$ cat src/rtl/timer_pkg.sv
// Shared constants and types for the multi-channel timer: mode-bit positions,
// channel FSM states and default widths.
package timer_pkg;

    localparam int MODE_PERIODIC_BIT = 0;
    localparam int MODE_UP_BIT       = 1;

    localparam int DEF_WIDTH  = 32;
    localparam int DEF_NUM_CH = 4;
    localparam int DEF_PRE_W  = 8;

    typedef enum logic [0:0] {
        ST_IDLE = 1'b0,
        ST_RUN  = 1'b1
    } state_e;

endpackage

$ cat src/rtl/timer_channel.sv
// One timer channel: IDLE/RUN FSM, up/down counter with latched load value and
// mode, registered expiry pulse and sticky interrupt flag.
module timer_channel
    import timer_pkg::*;
#(
    parameter int WIDTH = DEF_WIDTH
) (
    input  logic             clk,
    input  logic             rst_n,
    input  logic             tick,
    input  logic             en,
    input  logic             trig,
    input  logic             reload,
    input  logic [WIDTH-1:0] cfg_load,
    input  logic [1:0]       cfg_mode,
    input  logic             irq_clr,
    output logic [WIDTH-1:0] cnt,
    output logic             running,
    output logic             expire,
    output logic             irq
);

    state_e           state_q, state_d;
    logic [WIDTH-1:0] cnt_q, cnt_d;
    logic [WIDTH-1:0] ld_q, ld_d;
    logic [1:0]       mode_q, mode_d;
    logic             expire_q, expire_d;
    logic             irq_q, irq_d;
    logic             up_s;
    logic             term_s;

    assign up_s   = mode_q[MODE_UP_BIT];
    // Terminal compare happens before any step, so the counter can never wrap.
    assign term_s = up_s ? (cnt_q == ld_q) : (cnt_q == {WIDTH{1'b0}});

    // Next-state logic: reload beats trig, trig beats a tick (and its expiry).
    always_comb begin
        state_d  = state_q;
        cnt_d    = cnt_q;
        ld_d     = ld_q;
        mode_d   = mode_q;
        expire_d = 1'b0;
        if (reload) begin
            state_d = ST_IDLE;
            if (cfg_mode[MODE_UP_BIT]) begin
                cnt_d = {WIDTH{1'b0}};
            end else begin
                cnt_d = cfg_load;
            end
        end else if (trig) begin
            state_d = ST_RUN;
            ld_d    = cfg_load;
            mode_d  = cfg_mode;
            if (cfg_mode[MODE_UP_BIT]) begin
                cnt_d = {WIDTH{1'b0}};
            end else begin
                cnt_d = cfg_load;
            end
        end else if ((state_q == ST_RUN) && tick && en) begin
            if (term_s) begin
                expire_d = 1'b1;
                if (mode_q[MODE_PERIODIC_BIT]) begin
                    cnt_d = up_s ? {WIDTH{1'b0}} : ld_q;
                end else begin
                    state_d = ST_IDLE;
                end
            end else if (up_s) begin
                cnt_d = cnt_q + WIDTH'(1);
            end else begin
                cnt_d = cnt_q - WIDTH'(1);
            end
        end else begin
            state_d = state_q;
        end
    end

    // Sticky interrupt: a new expiry wins over a same-cycle clear.
    always_comb begin
        irq_d = irq_q;
        if (expire_d) begin
            irq_d = 1'b1;
        end else if (irq_clr) begin
            irq_d = 1'b0;
        end else begin
            irq_d = irq_q;
        end
    end

    // Channel state registers.
    always_ff @(posedge clk or negedge rst_n) begin
        if (!rst_n) begin
            state_q  <= ST_IDLE;
            cnt_q    <= {WIDTH{1'b0}};
            ld_q     <= {WIDTH{1'b0}};
            mode_q   <= 2'b00;
            expire_q <= 1'b0;
            irq_q    <= 1'b0;
        end else begin
            state_q  <= state_d;
            cnt_q    <= cnt_d;
            ld_q     <= ld_d;
            mode_q   <= mode_d;
            expire_q <= expire_d;
            irq_q    <= irq_d;
        end
    end

    assign cnt     = cnt_q;
    assign running = (state_q == ST_RUN);
    assign expire  = expire_q;
    assign irq     = irq_q;

endmodule

$ cat src/rtl/timer_multi_ch.sv
// Multi-channel timer: one free-running programmable prescaler whose tick is
// shared by NUM_CH independent timer_channel instances.
module timer_multi_ch
    import timer_pkg::*;
#(
    parameter int WIDTH  = DEF_WIDTH,
    parameter int NUM_CH = DEF_NUM_CH,
    parameter int PRE_W  = DEF_PRE_W
) (
    input  logic                    clk,
    input  logic                    rst_n,
    input  logic [PRE_W-1:0]        prescale,
    input  logic [NUM_CH-1:0]       en,
    input  logic [NUM_CH-1:0]       trig,
    input  logic [NUM_CH-1:0]       reload,
    input  logic [NUM_CH*WIDTH-1:0] cfg_load,
    input  logic [NUM_CH*2-1:0]     cfg_mode,
    input  logic [NUM_CH-1:0]       irq_clr,
    output logic [NUM_CH*WIDTH-1:0] cnt,
    output logic [NUM_CH-1:0]       running,
    output logic [NUM_CH-1:0]       expire,
    output logic [NUM_CH-1:0]       irq
);

    logic [PRE_W-1:0] pre_cnt_q, pre_cnt_d;
    logic             tick_s;

    // Prescaler wrap; a count stranded above a lowered prescale wraps without a tick.
    always_comb begin
        tick_s    = 1'b0;
        pre_cnt_d = pre_cnt_q;
        if (pre_cnt_q == prescale) begin
            tick_s    = 1'b1;
            pre_cnt_d = {PRE_W{1'b0}};
        end else if (pre_cnt_q > prescale) begin
            tick_s    = 1'b0;
            pre_cnt_d = {PRE_W{1'b0}};
        end else begin
            tick_s    = 1'b0;
            pre_cnt_d = pre_cnt_q + PRE_W'(1);
        end
    end

    // Prescaler counter register.
    always_ff @(posedge clk or negedge rst_n) begin
        if (!rst_n) begin
            pre_cnt_q <= {PRE_W{1'b0}};
        end else begin
            pre_cnt_q <= pre_cnt_d;
        end
    end

    for (genvar i = 0; i < NUM_CH; i++) begin : g_ch
        timer_channel #(
            .WIDTH (WIDTH)
        ) u_ch (
            .clk      (clk),
            .rst_n    (rst_n),
            .tick     (tick_s),
            .en       (en[i]),
            .trig     (trig[i]),
            .reload   (reload[i]),
            .cfg_load (cfg_load[i*WIDTH +: WIDTH]),
            .cfg_mode (cfg_mode[i*2 +: 2]),
            .irq_clr  (irq_clr[i]),
            .cnt      (cnt[i*WIDTH +: WIDTH]),
            .running  (running[i]),
            .expire   (expire[i]),
            .irq      (irq[i])
        );
    end

endmodule

$ cat config.mk
export PLATFORM = sky130hd
export DESIGN_NAME = timer_multi_ch
export DESIGN_NICKNAME = d
export VERILOG_FILES = /design/src/rtl/timer_pkg.sv /design/src/rtl/timer_channel.sv /design/src/rtl/timer_multi_ch.sv
export SDC_FILE = /design/constraint.sdc
export NUM_CORES = 1
export LEC_CHECK = 0
export ABC_AREA = 1
export CAP_MARGIN = 10
export CORE_MARGIN = 5
export CORE_UTILIZATION = 45
export CTS_BUF_LIST = sky130_fd_sc_hd__clkbuf_8
export CTS_CLUSTER_DIAMETER = 60
export DETAILED_ROUTE_END_ITERATION = 7
export GPL_TIMING_DRIVEN = 0
export PLACE_DENSITY = 0.69
export SYNTH_ARGS = -nofsm -noshare
export SYNTH_HDL_FRONTEND = slang
export SYNTH_SLANG_ARGS = --single-unit
$ cat constraint.sdc
create_clock -name clk -period 3.1 [get_ports clk]
set_clock_uncertainty 0.1 [all_clocks]
set_input_delay 0.31 -clock clk [delete_from_list [all_inputs] [get_ports clk]]
set_output_delay 0.31 -clock clk [all_outputs]
set_load 0.02 [all_outputs]
## Yosys cells after proc, flatten, opt, wreduce, memory -nomap -nowiden

Index checks and enable logic that the tools add are counted.

- Add/sub/neg operators: 9
- Magnitude comparators: 1
- Equality and inequality tests: 13
- Mux-type cells: 83
- Bitwise operators: 4
- Reduce and logical (&&, ||, !) cells: 36

Operators with widths:

| kind | count |
|---|---|
| $mux W32 | 32 |
| $add A32 B1 Y32 const B | 4 |
| $eq A32 B32 Y1 | 4 |
| $logic_not A32 Y1 | 4 |
| $sub A32 B1 Y32 const B | 4 |
| $mux W1 | 49 |
| $reduce_bool A3 Y1 | 8 |
| $mux W8 | 2 |
| $ne A4 B3 Y1 const B | 4 |
| $reduce_and A2 Y1 | 8 |
| $ne A3 B3 Y1 const B | 4 |
| $reduce_and A3 Y1 | 4 |
| $add A8 B1 Y8 const B | 1 |
| $eq A8 B8 Y1 | 1 |
| $gt A8 B8 Y1 | 1 |
| $logic_and A1 B1 Y1 | 8 |
| $reduce_bool A2 Y1 | 4 |
| $not A1 Y1 | 4 |

- Register bits after elaboration: 284
- Input port bits: 162
- Output and inout port bits: 140
- Word-level logic and storage cells: 171

## Depth between registers and ports, before layout

Gate-level depths: netlist of the first run.

- Depth after elaboration: 8
- Depth in mapped cells: 19

## Cells and area by module

A second synthesis of the first run with hierarchy kept.

- Cells, all modules: 4831
- Area, all modules: 28423.5 um2

By module, submodules not included:

| module | instances | cells an instance | area an instance (um2) | sequential area each (um2) |
|---|---|---|---|---|
| timer_channel (g_ch[1].u_ch ...) | 3 | 1172 | 6866.6 | 1726.7 |
| timer_channel (g_ch[0].u_ch) | 1 | 1241 | 7240.7 | 1726.7 |
| timer_multi_ch | 1 | 74 | 583.1 | 200.2 |

## Worst setup path after synthesis of the first run

No wires, ideal clock.

- Kind: reg2reg
- From: reg g_ch[3].u_ch.mode_q[1]
- To: reg g_ch[3].u_ch.cnt_q[29]
- Arrival time: 2.953 ns
- Data required time: 2.876 ns
- Setup slack: -0.077 ns
- Cell stages (with the launch flop): 17
- Period minus slack after synthesis: 3.177 ns
- Path through: dfrtp_1 inv_2 clkbuf_1 ha_1 or2_2 nand2_1 o21ai_0 nand2_1 nand2_1 nand2_1 nand2_1 nand2_1 nand2_1 nand2_1 nand2_1 nand2_1 nand3_1

- Word-level cells in the longest chain between the ends: 6

RTL lines:

| element | RTL line | source |
|---|---|---|
| start, declared | timer_channel.sv:26 | `logic [1:0] mode_q, mode_d;` |
| start signal, assigned | timer_channel.sv:102 | `mode_q <= mode_d;` |
| $mux W32 | timer_channel.sv:63 | `cnt_d = up_s ? {WIDTH{1'b0}} : ld_q;` |
| $mux W32 | timer_channel.sv:62 | `if (mode_q[MODE_PERIODIC_BIT]) begin` |
| $mux W32 | timer_channel.sv:60 | `if (term_s) begin` |
| $mux W32 | timer_channel.sv:59 | `end else if ((state_q == ST_RUN) && tick && en) begin` |
| $mux W32 | timer_channel.sv:50 | `end else if (trig) begin` |
| $mux W32 | timer_channel.sv:43 | `if (reload) begin` |
| end signal, assigned | timer_channel.sv:93 | `cnt_q <= {WIDTH{1'b0}};` |
| end signal, assigned | timer_channel.sv:100 | `cnt_q <= cnt_d;` |
| end, declared | timer_channel.sv:24 | `logic [WIDTH-1:0] cnt_q, cnt_d;` |

Parallel ways exist; a longest one is shown, timed or not. The select of a mux whose other input is x is not followed.
A chain may end at the register's enable or synchronous reset.

## Worst setup path after layout of the first run

- From: reg g_ch[0].u_ch.mode_q[1]
- To: reg g_ch[0].u_ch.cnt_q[29]

- Word-level cells in the longest chain between the ends: 6

RTL lines:

| element | RTL line |
|---|---|
| start, declared | timer_channel.sv:26 |
| start signal, assigned | timer_channel.sv:102 |
| $mux W32 | timer_channel.sv:63 |
| $mux W32 | timer_channel.sv:62 |
| $mux W32 | timer_channel.sv:60 |
| $mux W32 | timer_channel.sv:59 |
| $mux W32 | timer_channel.sv:50 |
| $mux W32 | timer_channel.sv:43 |
| end signal, assigned | timer_channel.sv:93 |
| end signal, assigned | timer_channel.sv:100 |
| end, declared | timer_channel.sv:24 |

Parallel ways exist; a longest one is shown, timed or not. The select of a mux whose other input is x is not followed.

==> results of run 1 <==
[timing repair]
item	CTS	global route
setup buffers	4	0
endpoints found under the setup margin	111	47
resized for setup	6	12
pin swaps	1	0
hold buffers	1	0
endpoints found under the hold margin	74	0
[per-stage QoR]
| step | TNS [ps] | util | total power [mW] | cell area, um2 |
|---|---|---|---|---|
| floorplan | 0 | - | 8.74 | 25900 |
| global placement | -3310900 | 0.521 | 10.9 | 29900 |
| detailed placement | -48680 | 0.522 | 11.0 | 29900 |
| CTS | 0 | 0.543 | 15.1 | 31200 |
| global route | 0 | 0.544 | 16.1 | 31200 |
| finish | 0 | 0.544 | 15.1 | 31200 |
[cell families after synthesis]
family | Yosys count | synth area share
simple gates | 2715 | 0.428
fa+ha+maj | 133 | 0.0654
mux | 50 | 0.0217
compound gates | 253 | 0.0530
xor+xnor | 111 | 0.0375
buf+inv | 791 | 0.120
flops | 284 | 0.274
[path summary, 6_finish.rpt]
| check | to | slack [ps] | cells past startpoint |
|---|---|---|---|
| min in group asynchronous | g_ch[0].u_ch.cnt[27]$_DFFE_PN0P_ | 180 | 2 |
| worst max-delay path | g_ch[0].u_ch.cnt[29]$_DFFE_PN0P_ | 190 | 17 |
| worst min-delay path | g_ch[2].u_ch.irq$_DFFE_PN0P_ | 140 | 2 |
| worst min register to register | pre_cnt_q[0]$_DFF_PN0_ | 390 | 1 |
| worst max register to register | g_ch[0].u_ch.cnt[29]$_DFFE_PN0P_ | 190 | 17 |
| max in group asynchronous | g_ch[1].u_ch.cnt[1]$_DFFE_PN0P_ | 1640 | 3 |
[flip-flops by register name, indices dropped and copies added (netlist names)]
signal,cells
g_ch.u_ch.cnt,128
g_ch.u_ch.ld_q,128
g_ch.u_ch.irq,4
pre_cnt_q,8
g_ch.u_ch.mode_q,8
g_ch.u_ch.expire,4
g_ch.u_ch.running,4
[power groups by stage]
stage / Clock [mW] / Combinational, mW / Sequential [mW]
6_report: 4.05 / 6.20 / 4.87
5_1_grt: 4.27 / 6.93 / 4.92
4_1_cts: 4.11 / 6.11 / 4.85
3_5_place_dp: 0 / 6.06 / 4.91
3_3_place_gp: 0 / 6.01 / 4.91
2_1_floorplan: 0 / 3.91 / 4.83
[layout make-up]
class / instances / share of cell area
Antenna cell: 3 / 0.000241
Buffer: 108 / 0.0191
Clock buffer: 69 / 0.0304
Clock inverter: 26 / 0.00670
Inverter: 683 / 0.0822
Multi-Input combinational cell: 3262 / 0.503
Sequential cell: 284 / 0.228
Tap cell: 765 / 0.0307
Timing Repair Buffer: 308 / 0.100
[synth_stat cells, types with 2 or more instances]
| cell | count | share of area |
|---|---|---|
| a21boi_0 | 3 | 0.00087 |
| a21o_1 | 3 | 0.00087 |
| a21oi_1 | 183 | 0.035 |
| a31oi_1 | 2 | 0.00048 |
| and3_1 | 5 | 0.0012 |
| buf_1 | 2 | 0.00029 |
| buf_2 | 15 | 0.0029 |
| buf_4 | 21 | 0.0061 |
| buf_6 | 5 | 0.0022 |
| clkbuf_1 | 65 | 0.0094 |
| dfrtp_1 | 284 | 0.27 |
| fa_1 | 4 | 0.0031 |
| ha_1 | 129 | 0.062 |
| inv_1 | 669 | 0.097 |
| inv_2 | 14 | 0.0020 |
| mux2_2 | 50 | 0.022 |
| nand2_1 | 1781 | 0.26 |
| nand2_2 | 4 | 0.00097 |
| nand2_4 | 5 | 0.0022 |
| nand3_1 | 447 | 0.086 |
| nand3_2 | 3 | 0.0012 |
| nand3b_1 | 9 | 0.0026 |
| nand4_1 | 45 | 0.011 |
| nor2_1 | 367 | 0.053 |
| nor2_2 | 4 | 0.00097 |
| nor3_1 | 26 | 0.0050 |
| nor3b_1 | 3 | 0.00087 |
| nor4_1 | 6 | 0.0014 |
| o21ai_0 | 28 | 0.0054 |
| o21ai_1 | 3 | 0.00058 |
| o21bai_1 | 23 | 0.0067 |
| o22ai_1 | 4 | 0.00097 |
| or2_2 | 7 | 0.0017 |
| xnor2_1 | 49 | 0.017 |
| xor2_1 | 62 | 0.021 |
[metal layers]
| metal | vias to the layer above | GRT usage | routed length [um] |
|---|---|---|---|
| met3 | 179 | 0.0456 | 7690 |
| met2 | 1152 | 0.469 | 42300 |
| met5 | - | 0 | 0 |
| li1 | 14200 | - | - |
| met4 | 0 | 0.0804 | 2760 |
| met1 | 12800 | 0.401 | 40900 |
[cells in the final DEF, fill, tap and decap left out, types with 50 or more instances in the layout]
master           count
nand2_1           1781
inv_1              686
nand3_1            447
nor2_1             367
clkdlybuf4s50_1    300
dfrtp_1            284
a21oi_1            183
ha_1               127
clkbuf_8            69
xor2_1              62
clkbuf_1            62
mux2_2              50
==> results.sh, run 1 <==
export IMPL_insertion_delay_ps=640
export IMPL_worstPathBufferInverterCount=2
export IMPL_syn_area_mm2=0.0259
export IMPL_num_vias=28300
export IMPL_clk_pin_slew_ps=60
export IMPL_min_delay_start="irq_clr[2]"
export IMPL_maxSlewViolCount=0
export IMPL_post_place_ws_ps=-711
export IMPL_wl_um=93600
export IMPL_worst_slack_ps=185
export IMPL_io_pins=302
export IMPL_grt_pass1_wl_um=146000
export IMPL_netSwitchingFraction=0.418
export IMPL_place_inst=5405
export IMPL_firstDrtPassIters=5
export IMPL_synth_edff_count=0
export IMPL_finalCritPeriodShare=0.940
export IMPL_rows=88
export IMPL_dieArea_mm2=0.0624
export IMPL_routedWlPerCell_um=17.0
export IMPL_reg2reg_from="g_ch[0].u_ch.mode_q[1]$_DFFE_PN0P_"
export IMPL_coreArea_mm2=0.0574
export IMPL_place_hpwl_um=74200
export IMPL_track_usage=0.289
export IMPL_fin_nets=4996
export IMPL_slowest_stage="dfrtp_1"
export IMPL_cts_buffers=54
export IMPL_p_leak_nw=17.5
export IMPL_hold_ws_ps=143
export IMPL_drive_above_1_share=0.0468
export IMPL_drc_errors=0
export IMPL_p_per_area_mw_per_mm2=485
export IMPL_htreeDepth=2
export IMPL_layout_cells_non_filler=5508
export IMPL_arrival_ps=3310
export IMPL_critPathLaunchType="flop"
export IMPL_die_w_um=250
export IMPL_cp_common_cell="nand2_1"
export IMPL_clockPowerShare=0.268
export IMPL_final_antenna_net_count=0
export IMPL_place_gp_congestion=1.00
export IMPL_setup_violations=0
export IMPL_initial_core_util=0.451
export IMPL_intPower_mw=8.80
export IMPL_async_flop_share=1.00
export IMPL_p_comb_frac=0.410
export IMPL_portBuffers=301
export IMPL_cp_data_required_time_ps=3490
export IMPL_grt_overflow=0
export IMPL_synthCells=4337
export IMPL_fp_dieH_um=250
export IMPL_antenna_found_initial=3
export IMPL_clk_path_buf_depth=3
export IMPL_worstHoldPathType="in2reg"
export IMPL_critPathMaxFanout=39
export IMPL_synth_net_count=4632
export IMPL_ir_drop_mv=0.374
export IMPL_critPathKind="reg2reg"
export IMPL_crit_path_cell_trace="inv_2, buf_12, ha_1, nand2_1, nand3_1, nand2_1, nand2_1, nand2_1, nand2_1, nand2_1, nand2_1, nand2_1, nand2_1, nand2_1, nand2_1, nand2_1, nand3_1"
export IMPL_grt_pass1_vias=26200
export IMPL_syn2layout_area_growth_pct=20.5
export IMPL_drt_iter0_drc=2660
export IMPL_synth_area_per_cell_um2=5.97
export IMPL_max_freq_ghz=0.343
export IMPL_cts_root_buf="clkbuf_8"
export IMPL_drv_cap=0
export IMPL_clock_sinks=284
export IMPL_yosysSeqAreaShare=0.274
export IMPL_seqPwrFrac=0.322
export IMPL_crit_start="g_ch[0].u_ch.mode_q[1]$_DFFE_PN0P_"
export IMPL_multi_input_area_mm2=0.0157
export IMPL_synth_main_ff_cell="dfrtp_1"
export IMPL_rsz0062_at_grt="no"
export IMPL_worst_pin_slew_ps=937
export IMPL_outcome="finished clean"
export IMPL_post_route_min_period_ps=2910
export IMPL_synthDistinctLibCells=42
export IMPL_ys_warn_count=0
export IMPL_cts_tree="yes"
export IMPL_crit_path_end_kind="flop"
export IMPL_p_switching_mw=6.33
export IMPL_routed_via_density=5.14
export IMPL_slew_headroom=0.375
export IMPL_grt_max_degree=108
export IMPL_cp_top_family="simple AND/OR/NAND/NOR gates"
export IMPL_seq_area_mm2=0.00711
export IMPL_fill_cells=5912
export IMPL_crit_path_max_incr_delay_ps=470
export IMPL_hold_viol=0
export IMPL_ys_seq_elements=284
No activity file was read; power rests on OpenSTA's default activity.
==> run 2: changes to the inputs <==
Settings changed: CAP_MARGIN 10 to unset.
==> results of run 2 <==
The final DEF is identical to that of run 1; final timing and power are the same.
